### src/rtl/stack_arbiter_pkg.sv
// Shared encodings for the two-requester stack arbiter: FSM states and op codes.
package stack_arbiter_pkg;

  typedef enum logic [2:0] {
    ST_INIT  = 3'd0,
    ST_IDLE  = 3'd1,
    ST_ISSUE = 3'd2,
    ST_CAPT  = 3'd3,
    ST_RESP  = 3'd4
  } state_t;

  localparam logic OP_PUSH = 1'b1;
  localparam logic OP_POP  = 1'b0;

endpackage

### src/rtl/stack_arbiter_if.sv
// Requester-side bus of the stack arbiter: per-requester handshakes, data and flags.
interface stack_arbiter_if #(
  parameter int W = 4
) ();

  logic [1:0]   req;
  logic [1:0]   op;
  logic [W-1:0] din0;
  logic [W-1:0] din1;
  logic         flush;
  logic [1:0]   gnt;
  logic [1:0]   done;
  logic         err;
  logic [W-1:0] dout;
  logic         full;
  logic         empty;

  modport master (
    output req, op, din0, din1, flush,
    input  gnt, done, err, dout, full, empty
  );

  modport slave (
    input  req, op, din0, din1, flush,
    output gnt, done, err, dout, full, empty
  );

endinterface

### src/rtl/stack_arbiter_rr_arb2.sv
// Two-way round-robin arbiter; on a tie the requester not granted last wins.
module rr_arb2 (
  input  logic [1:0] req,
  input  logic       last,
  output logic [1:0] gnt
);

  always_comb begin
    gnt = 2'b00;
    if (req[0] && req[1]) begin
      gnt = last ? 2'b01 : 2'b10;
    end else if (req[0]) begin
      gnt = 2'b01;
    end else if (req[1]) begin
      gnt = 2'b10;
    end
  end

endmodule

### src/rtl/stack_arbiter.sv
// Arbitrates two requesters onto one external stack, tracks occupancy and
// returns per-requester completion, error and pop data.
module stack_arbiter
  import stack_arbiter_pkg::*;
#(
  parameter int W     = 4,
  parameter int DEPTH = 32
) (
  input  logic                 clk,
  input  logic                 rst,
  stack_arbiter_if.slave       bus,
  output logic                 s_push,
  output logic                 s_pop,
  output logic                 s_clr,
  output logic [W-1:0]         s_din,
  input  logic [W-1:0]         s_dout
);

  localparam int CW = $clog2(DEPTH) + 1;

  state_t         state_reg, state_next;
  logic [CW-1:0]  count_reg;
  logic           last_reg;
  logic           sel_reg;
  logic           op_reg;
  logic           err_reg;
  logic [W-1:0]   data_reg;
  logic [W-1:0]   dout_reg;

  logic [1:0]     arb_gnt;
  logic           arb_fire;
  logic           win;
  logic           win_op;
  logic [W-1:0]   win_data;
  logic           reject;

  rr_arb2 u_arb (
    .req  (bus.req),
    .last (last_reg),
    .gnt  (arb_gnt)
  );

  // Flush outranks requests, so a grant only happens in a flush-free IDLE cycle.
  assign arb_fire = (state_reg == ST_IDLE) && !bus.flush && (arb_gnt != 2'b00);
  assign win      = arb_gnt[1];
  assign win_op   = bus.op[win];
  assign win_data = win ? bus.din1 : bus.din0;
  assign reject   = (win_op == OP_PUSH) ? (count_reg == CW'(DEPTH)) : (count_reg == '0);

  always_ff @(posedge clk or negedge rst) begin
    if (!rst) begin
      state_reg <= ST_INIT;
    end else begin
      state_reg <= state_next;
    end
  end

  always_comb begin
    state_next = state_reg;
    unique case (state_reg)
      ST_INIT:  state_next = ST_IDLE;
      ST_IDLE:  if (arb_fire) state_next = reject ? ST_RESP : ST_ISSUE;
      ST_ISSUE: state_next = (op_reg == OP_PUSH) ? ST_RESP : ST_CAPT;
      ST_CAPT:  state_next = ST_RESP;
      ST_RESP:  state_next = ST_IDLE;
      default:  state_next = ST_INIT;
    endcase
  end

  always_comb begin
    bus.gnt = arb_fire ? arb_gnt : 2'b00;
    s_clr   = (state_reg == ST_INIT) || ((state_reg == ST_IDLE) && bus.flush);
    s_push  = (state_reg == ST_ISSUE) && (op_reg == OP_PUSH);
    s_pop   = (state_reg == ST_ISSUE) && (op_reg == OP_POP);
    s_din   = data_reg;
    bus.err = (state_reg == ST_RESP) && err_reg;
  end

  for (genvar gi = 0; gi < 2; gi++) begin : g_done
    assign bus.done[gi] = (state_reg == ST_RESP) && (sel_reg == 1'(gi));
  end

  always_ff @(posedge clk or negedge rst) begin
    if (!rst) begin
      count_reg <= '0;
      last_reg  <= 1'b1;
      sel_reg   <= 1'b0;
      op_reg    <= OP_POP;
      err_reg   <= 1'b0;
      data_reg  <= '0;
      dout_reg  <= '0;
    end else begin
      if ((state_reg == ST_INIT) || ((state_reg == ST_IDLE) && bus.flush)) begin
        count_reg <= '0;
      end
      if (arb_fire) begin
        last_reg <= win;
        sel_reg  <= win;
        op_reg   <= win_op;
        data_reg <= win_data;
        err_reg  <= reject;
      end
      if (state_reg == ST_ISSUE) begin
        count_reg <= (op_reg == OP_PUSH) ? count_reg + 1'b1 : count_reg - 1'b1;
      end
      // Stack read data is registered, so it is valid one cycle after s_pop.
      if (state_reg == ST_CAPT) begin
        dout_reg <= s_dout;
      end
    end
  end

  assign bus.dout  = dout_reg;
  assign bus.full  = (count_reg == CW'(DEPTH));
  assign bus.empty = (count_reg == '0);

endmodule

### src/flat_wrapper.sv
// flat-port wrapper written by rule: the top's interface ports become plain ports
module stack_arbiter_flat import stack_arbiter_pkg::*;
#(
  parameter int W     = 4,
  parameter int DEPTH = 32
)
  (clk, rst, s_push, s_pop, s_clr, s_din, s_dout, bus_req, bus_op, bus_din0, bus_din1, bus_flush, bus_gnt, bus_done, bus_err, bus_dout, bus_full, bus_empty);
  stack_arbiter_if #(.W(W)) bus_i ();
  input  logic clk;
  input  logic rst;
  output logic s_push;
  output logic s_pop;
  output logic s_clr;
  output logic [W-1:0] s_din;
  input  logic [W-1:0] s_dout;
  input wire logic [$bits(bus_i.req)-1:0] bus_req;
  input wire logic [$bits(bus_i.op)-1:0] bus_op;
  input wire logic [$bits(bus_i.din0)-1:0] bus_din0;
  input wire logic [$bits(bus_i.din1)-1:0] bus_din1;
  input wire logic [$bits(bus_i.flush)-1:0] bus_flush;
  output wire logic [$bits(bus_i.gnt)-1:0] bus_gnt;
  output wire logic [$bits(bus_i.done)-1:0] bus_done;
  output wire logic [$bits(bus_i.err)-1:0] bus_err;
  output wire logic [$bits(bus_i.dout)-1:0] bus_dout;
  output wire logic [$bits(bus_i.full)-1:0] bus_full;
  output wire logic [$bits(bus_i.empty)-1:0] bus_empty;
  assign bus_i.req = bus_req;
  assign bus_i.op = bus_op;
  assign bus_i.din0 = bus_din0;
  assign bus_i.din1 = bus_din1;
  assign bus_i.flush = bus_flush;
  assign bus_gnt = bus_i.gnt;
  assign bus_done = bus_i.done;
  assign bus_err = bus_i.err;
  assign bus_dout = bus_i.dout;
  assign bus_full = bus_i.full;
  assign bus_empty = bus_i.empty;
  stack_arbiter #(.W(W), .DEPTH(DEPTH)) u_core (.clk(clk), .rst(rst), .bus(bus_i), .s_push(s_push), .s_pop(s_pop), .s_clr(s_clr), .s_din(s_din), .s_dout(s_dout));
endmodule
### config.mk
export PLATFORM = sky130hd
export DESIGN_NAME = stack_arbiter_flat
export DESIGN_NICKNAME = d
export VERILOG_FILES = /design/src/rtl/stack_arbiter_pkg.sv /design/src/rtl/stack_arbiter_if.sv /design/src/rtl/stack_arbiter_rr_arb2.sv /design/src/rtl/stack_arbiter.sv /design/src/flat_wrapper.sv
export SDC_FILE = /design/constraint.sdc
export NUM_CORES = 1
export LEC_CHECK = 0
export CAP_MARGIN = 20
export CELL_PAD_IN_SITES_DETAIL_PLACEMENT = 1
export CELL_PAD_IN_SITES_GLOBAL_PLACEMENT = 2
export CORE_ASPECT_RATIO = 1.1
export CORE_MARGIN = 4
export CORE_UTILIZATION = 37
export DETAILED_ROUTE_END_ITERATION = 6
export DONT_BUFFER_PORTS = 1
export PLACE_DENSITY_LB_ADDON = 0.1
export SLEW_MARGIN = 40
export SYNTH_ARGS = -nofsm -noshare
export SYNTH_HDL_FRONTEND = slang
export SYNTH_SLANG_ARGS = --single-unit
### constraint.sdc
create_clock -name clk -period 2.2 [get_ports clk]
set_input_delay 0.44 -clock clk [delete_from_list [all_inputs] [get_ports clk]]
set_output_delay 0.44 -clock clk [all_outputs]
set_load 0.01 [all_outputs]
==> flow_metrics.tcl, run 1 <==
set metrics [dict create \
    p_per_area_mw_per_mm2 1500 \
    worstMarginPinSlew_ps 576 \
    viasPerCell 5.73 \
    drt_pass1_iterations 4 \
    synth.distinct_cells 40 \
    post-route-period-util_pct 91.7 \
    insertion_delay_ps 310 \
    drive_above_1_share_pct 13.7 \
    synth_mux_area_share_pct 8.49 \
    slew_violations 0 \
    antenna_cells 0 \
    track_usage_pct 13.7 \
    worst-path-buf-inv 0 \
    synthToLayoutAreaGrowth_pct 3.13 \
    synth_xor_area_share_pct 2.83 \
    drtIter0Drc 38 \
    cp_slowest_stage_delay_ps 530 \
    max_clock_freq_mhz 496 \
    min_period_ps 2020 \
    crit_path_max_fanout 12 \
    fin_tns_setup_ps 0 \
    globalplace.congestion 0.761 \
    synth_area_leaders "dfrtp_1 40%, mux2i_1 4.9%, nand2_1 4.6%" \
    synth-edff-count 0 \
    slew_headroom_pct 61.6 \
    synth_area_sq_mm 0.00124 \
    setup_viol 0 \
    rows 21 \
    syn-instance-count 123 \
    synth_common_cells "20 x dfrtp_1, 15 x nand2_1, 8 x nor2_1, 8 x o21ai_1, 6 x mux2i_1" \
    totalWireLength_mm 2.75 \
    ctsHtreeMaxLevel 1 \
    grt_start_max_net_pins 22 \
    final_nets 149 \
    via_count 906 \
    synth_top_area_share_pct 40.4 \
    hold_violations 0 \
    wl_per_cell_microns 17.4 \
    status "finished clean" \
    synth_nets 147 \
    async_flop_share_pct 100 \
    final_area_sq_mm 0.00128 \
    place_area_sq_mm 0.00124 \
    cts_tree "done" \
    grt_pass1_wl_mm 4.65 \
    p_leak_uw 0.000585 \
    finClkSkew_ps 5.51 \
    postRouteAntennaNets 0 \
    fill_cells 367 \
    fp.dieH_microns 68.7 \
    synth_top_family_by_area "simple AND/OR/NAND/NOR gates" \
    path_delay_family "simple AND/OR/NAND/NOR gates" \
    synth_seq_area_share_pct 42.6 \
    hpwlAfterDp_mm 2.13 \
    worstSetupEndpoint "s_push" \
    worst_setup_path_end_kind "output port" \
    cp_num_cells 2 \
    syn_area_per_cell_sq_um 10.1 \
    synth-compound-area-share_pct 17.2 \
    rr_endpoint "u_core.count_reg[5]$_DFFE_PN0P_" \
    synth_top_area_cell "dfrtp_1" \
    start_util_pct 39.6 \
    die_x_microns 63.1 \
    largest_reg_flops 6 \
    rrSetupSlack_ps 280 \
    cap_violations 0 \
    numPortBuffers 0 \
    cts_max_path_buffers 2 \
    yosysWarningCount 0 \
    synth.most_common_cell "dfrtp_1" \
    start_kind "flip-flop" \
    critPathSlowestCell "dfrtp_1" \
    ys.flop_type "dfrtp_1" \
    drc 0 \
    ctsRootBufferMaster "clkbuf_4" \
    ir_drop_mv 0.491 \
    grt.overflow.total 0 \
    die_area_sq_mm 0.00433 \
    core_area_sq_mm 0.00313 \
    required_ps 1760 \
    crit_chain "or3b_4 > nor2_1" \
    grt_pass1_vias 997 \
    antenna_found_initial 0 \
    yosys.area_share.simple_pct 17.4 \
    cts_made_buffers 3 \
    critPathKind "reg2out" \
    rr_startpoint "u_core.op_reg$_DFFE_PN0P_" \
    ys_ff_latch 21 \
    synthAdderAreaFrac_pct 5.66 \
    cp-startpoint "u_core.state_reg[0]$_DFFE_PN0P_" \
    num_io_pins 37 \
    clkTransAtPathRegs_ps 120 \
    hold_class "in2async" \
    clock-sinks 21 \
    rsz0062_at_grt "false" \
    ff2ff_path_depth 6 \
    arrival_ps 1580 \
]
==> how the worst min path moves through the flow <==
| stage | slack [ps] | end | depth (start not counted) | start |
|---|---|---|---|---|
| 2_1_floorplan | 140 | u_core.bus.dout[0]$_DFFE_PN0N_ | 0 | rst |
| 3_5_place_dp | 150 | u_core.state_reg[0]$_DFFE_PN0P_ | 0 | rst |
| 5_1_grt | 100 | u_core.err_reg$_DFFE_PN0P_ | 1 | rst |
| 6_report | 60 | u_core.state_reg[0]$_DFFE_PN0P_ | 1 | rst |
| 4_1_cts | 260 | u_core.bus.dout[2]$_DFFE_PN0N_ | 1 | s_dout[2] |
| 3_3_place_gp | 150 | u_core.count_reg[1]$_DFFE_PN0P_ | 0 | rst |
==> through the flow <==
step	hold WS, ps	power (uW)	util, %	cells	setup WS, ps
after floorplan	144	1540	-	123	265
after global routing	103	2100	40.8	158	95.9
after CTS	261	1940	40.9	158	77.9
final	60.6	1910	40.8	158	182
after detailed placement	145	1730	39.7	153	290
after global placement	145	1680	39.7	153	362
==> final cells by class <==
class,instances,area [sq um],share of cell area [%]
multi-input combinational,91,641,50.2
sequential,21,527,41.3
tap,34,42.5,3.33
clock buffer,3,22.5,1.76
timing repair buffer,3,20.0,1.57
inverter,5,18.8,1.47
clock inverter,1,5.00,0.392
==> cell families (layout without fill, tap and decap cells) <==
kind of cell / count (synthesis) / count (layout)
AOI/OAI and AO/OA: 29 / 29
DFF: 21 / 21
buffers and inverters: 11 / 12
and+or+nand+nor: 43 / 43
xor gates and xnor gates: 4 / 4
adders and majority gates: 5 / 5
muxes: 10 / 10
==> cells in the final DEF (no fill, tap or decap), drive strengths merged, types with 4 or more instances in the layout <==
master | Yosys | routed
and2 | 4 | 4
mux2i | 6 | 6
ha | 4 | 4
inv | 5 | 5
mux2 | 4 | 4
nor2 | 8 | 8
o21ai | 12 | 12
nand2 | 15 | 15
dfrtp | 20 | 20
==> report_power, final <==
part	total (uW)	internal [uW]	switching [uW]
clock	192	68.0	124
sequential	786	565	221
combinational	932	402	530
total	1910	1040	875
==> routing by layer <==
layer,global-route usage (%),routed length (microns),share of wire [%],vias up
li1,-,-,-,435
met1,17.0,1200,44,443
met2,24.6,1400,51,24
met3,3.08,125,4.5,4
met4,3.31,26,0.95,0
met5,0,0,0,-
==> timing repair <==
action                     CTS  global route
resized for setup            0             1
setup endpoints to repair    0             1
setup buffers                0             0
hold buffers                 1             0
hold endpoints to repair    21             0
Power figures use the tool's default switching activity.
==> inputs of run 2 (changes only) <==
--- a/config.mk
+++ b/config.mk
@@ -11,8 +11,10 @@
 export CORE_ASPECT_RATIO = 1.1
 export CORE_MARGIN = 4
 export CORE_UTILIZATION = 37
+export CTS_CLUSTER_SIZE = 12
 export DETAILED_ROUTE_END_ITERATION = 6
 export DONT_BUFFER_PORTS = 1
+export GPL_TIMING_DRIVEN = 0
 export PLACE_DENSITY_LB_ADDON = 0.1
 export SLEW_MARGIN = 40
 export SYNTH_ARGS = -nofsm -noshare
==> flow_metrics.tcl, run 2 (same netlist as run 1, synthesis figures left out) <==
set metrics [dict create \
    globalplace.congestion 0.836 \
    ir_drop_mv 0.693 \
    path_delay_family "compound AO/OA/AOI/OAI gates" \
    cts_made_buffers 3 \
    core_area_sq_mm 0.00313 \
    clkTransAtPathRegs_ps 130 \
    rrSetupSlack_ps 110 \
    wl_per_cell_microns 16.9 \
    sw_frac_of_total_pct 44.8 \
    crit_chain "clkbuf_8 > clkinvlp_4 > ha_1 > and3_1 > a2111o_1 > mux2i_1 > o211ai_1" \
    postRouteAntennaNets 0 \
    fill_cells 359 \
    drive_above_1_share_pct 17.8 \
    seqPwrFrac_pct 37.6 \
    setup_viol 0 \
    ff2ff_path_depth 7 \
    post-route-period-util_pct 95.2 \
    p_leak_uw 0.000604 \
    clockPowerShare_pct 9.3 \
    numPortBuffers 0 \
    hold_violations 0 \
    p_sw_uw 883 \
    setup_slack_ps 106 \
    place_ws_ps 75.0 \
    grt.overflow.total 0 \
    worstMarginPinSlew_ps 582 \
    critPathKind "reg2reg" \
    antenna_cells 0 \
    cts_max_path_buffers 2 \
    grt_pass1_wl_mm 4.61 \
    clock-sinks 21 \
    grt_pass1_vias 978 \
    grt_start_max_net_pins 22 \
    final_cells 163 \
    largest_reg_flops 6 \
    placedCellCount 157 \
    insertion_delay_ps 310 \
    antenna_found_initial 0 \
    worst-path-buf-inv 2 \
    rows 21 \
    rr_endpoint "u_core.count_reg[5]$_DFFE_PN0P_" \
    rsz0062_at_grt "true" \
    cap_violations 0 \
    start_util_pct 39.6 \
    start_kind "flip-flop" \
    viasPerCell 5.48 \
    die_x_microns 63.1 \
    comb_power_share_pct 53.0 \
    die_area_sq_mm 0.00433 \
    hpwlAfterDp_mm 2.15 \
    drtIter0Drc 28 \
    cts_tree "done" \
    required_ps 2400 \
    fin_util_pct 42.5 \
    min_period_ps 2090 \
    finClkSkew_ps 19.8 \
    num_io_pins 37 \
    p_int_uw 1090 \
    fp.dieH_microns 68.7 \
    drc 0 \
    drt_pass1_iterations 4 \
    max_clock_freq_mhz 478 \
    rr_startpoint "u_core.op_reg$_DFFE_PN0P_" \
    critPathSlowestCell "a2111o_1" \
    final_common_cell "dfrtp_1" \
    worst_setup_path_end_kind "flip-flop" \
    p_per_area_mw_per_mm2 1480 \
    via_count 894 \
    slew_headroom_pct 61.2 \
    track_usage_pct 13.8 \
    status "finished clean" \
    final_nets 154 \
    slew_violations 0 \
    ctsRootBufferMaster "clkbuf_4" \
    hold_class "in2async" \
    cp_slowest_stage_delay_ps 470 \
    synthToLayoutAreaGrowth_pct 7.48 \
    totalWireLength_mm 2.76 \
    arrival_ps 2290 \
    ctsHtreeMaxLevel 1 \
    whs_ps 66.1 \
    crit_path_max_fanout 8 \
    final_cell_mix "20 x dfrtp_1, 15 x nand2_1, 8 x o21ai_1, 7 x nor2_1, 6 x mux2i_1" \
]
==> run 2: worst register-to-register path, stage by stage, from the launching register on <==
cell        delay, ps
dfrtp_1           370
clkbuf_8          170
clkinvlp_4        150
ha_1              370
and3_1            200
a2111o_1          470
mux2i_1           180
o211ai_1          100
==> run 2: per-stage QoR <==
stage / instance area, sq um / total power [uW] / TNS [ps]
3_3_place_gp: 1280 / 1740 / 0
4_1_cts: 1320 / 1990 / 0
5_1_grt: 1330 / 2180 / -12.9
2_1_floorplan: 1240 / 1540 / 0
3_5_place_dp: 1280 / 1780 / 0
6_report: 1330 / 1970 / 0
==> run 2: worst max path at each step <==
stage / from / endpoint / slack (ps) / cells past startpoint
after CTS: u_core.state_reg[2]$_DFFE_PN0P_ / bus_gnt[0] / 40 / 5
after detailed placement: u_core.op_reg$_DFFE_PN0P_ / u_core.count_reg[5]$_DFFE_PN0P_ / 70 / 7
after global routing: u_core.op_reg$_DFFE_PN0P_ / u_core.count_reg[5]$_DFFE_PN0P_ / -10 / 7
final: u_core.op_reg$_DFFE_PN0P_ / u_core.count_reg[5]$_DFFE_PN0P_ / 110 / 7
after floorplan: u_core.op_reg$_DFFE_PN0P_ / u_core.count_reg[5]$_DFFE_PN0P_ / 260 / 7
after global placement: u_core.op_reg$_DFFE_PN0P_ / u_core.count_reg[5]$_DFFE_PN0P_ / 110 / 7
==> run 2: metal layers <==
layer	wire length (microns)	vias to the layer above	GRT usage [%]
met4	17	0	2.48
met1	1220	431	16.7
met2	1390	20	24.1
met5	0	-	0
met3	133	2	4.70
li1	-	441	-
==> run 2: layout make-up <==
type                       count  area, sq um  area share [%]
timing repair buffer           2         12.5           0.941
multi-input combinational     91          646            48.5
inverter                       5         22.5            1.69
buffer                         6         53.8            4.05
tap                           34         42.5            3.20
clock buffer                   4         26.3            1.98
sequential                    21          527            39.6
==> run 2: power by group through the flow <==
stage,Clock (uW),Combinational [uW],Sequential (uW)
floorplan,0,829,712
detailed placement,0,1020,757
CTS,197,1040,748
global placement,0,993,747
global route,216,1200,769
finish,184,1040,741
==> run 2: timing repair <==
action | CTS | global route
resized for setup | 1 | 2
hold buffers | 1 | 0
endpoints found under the hold margin | 21 | 0
setup endpoints to repair | 1 | 2
setup buffers | 0 | 1
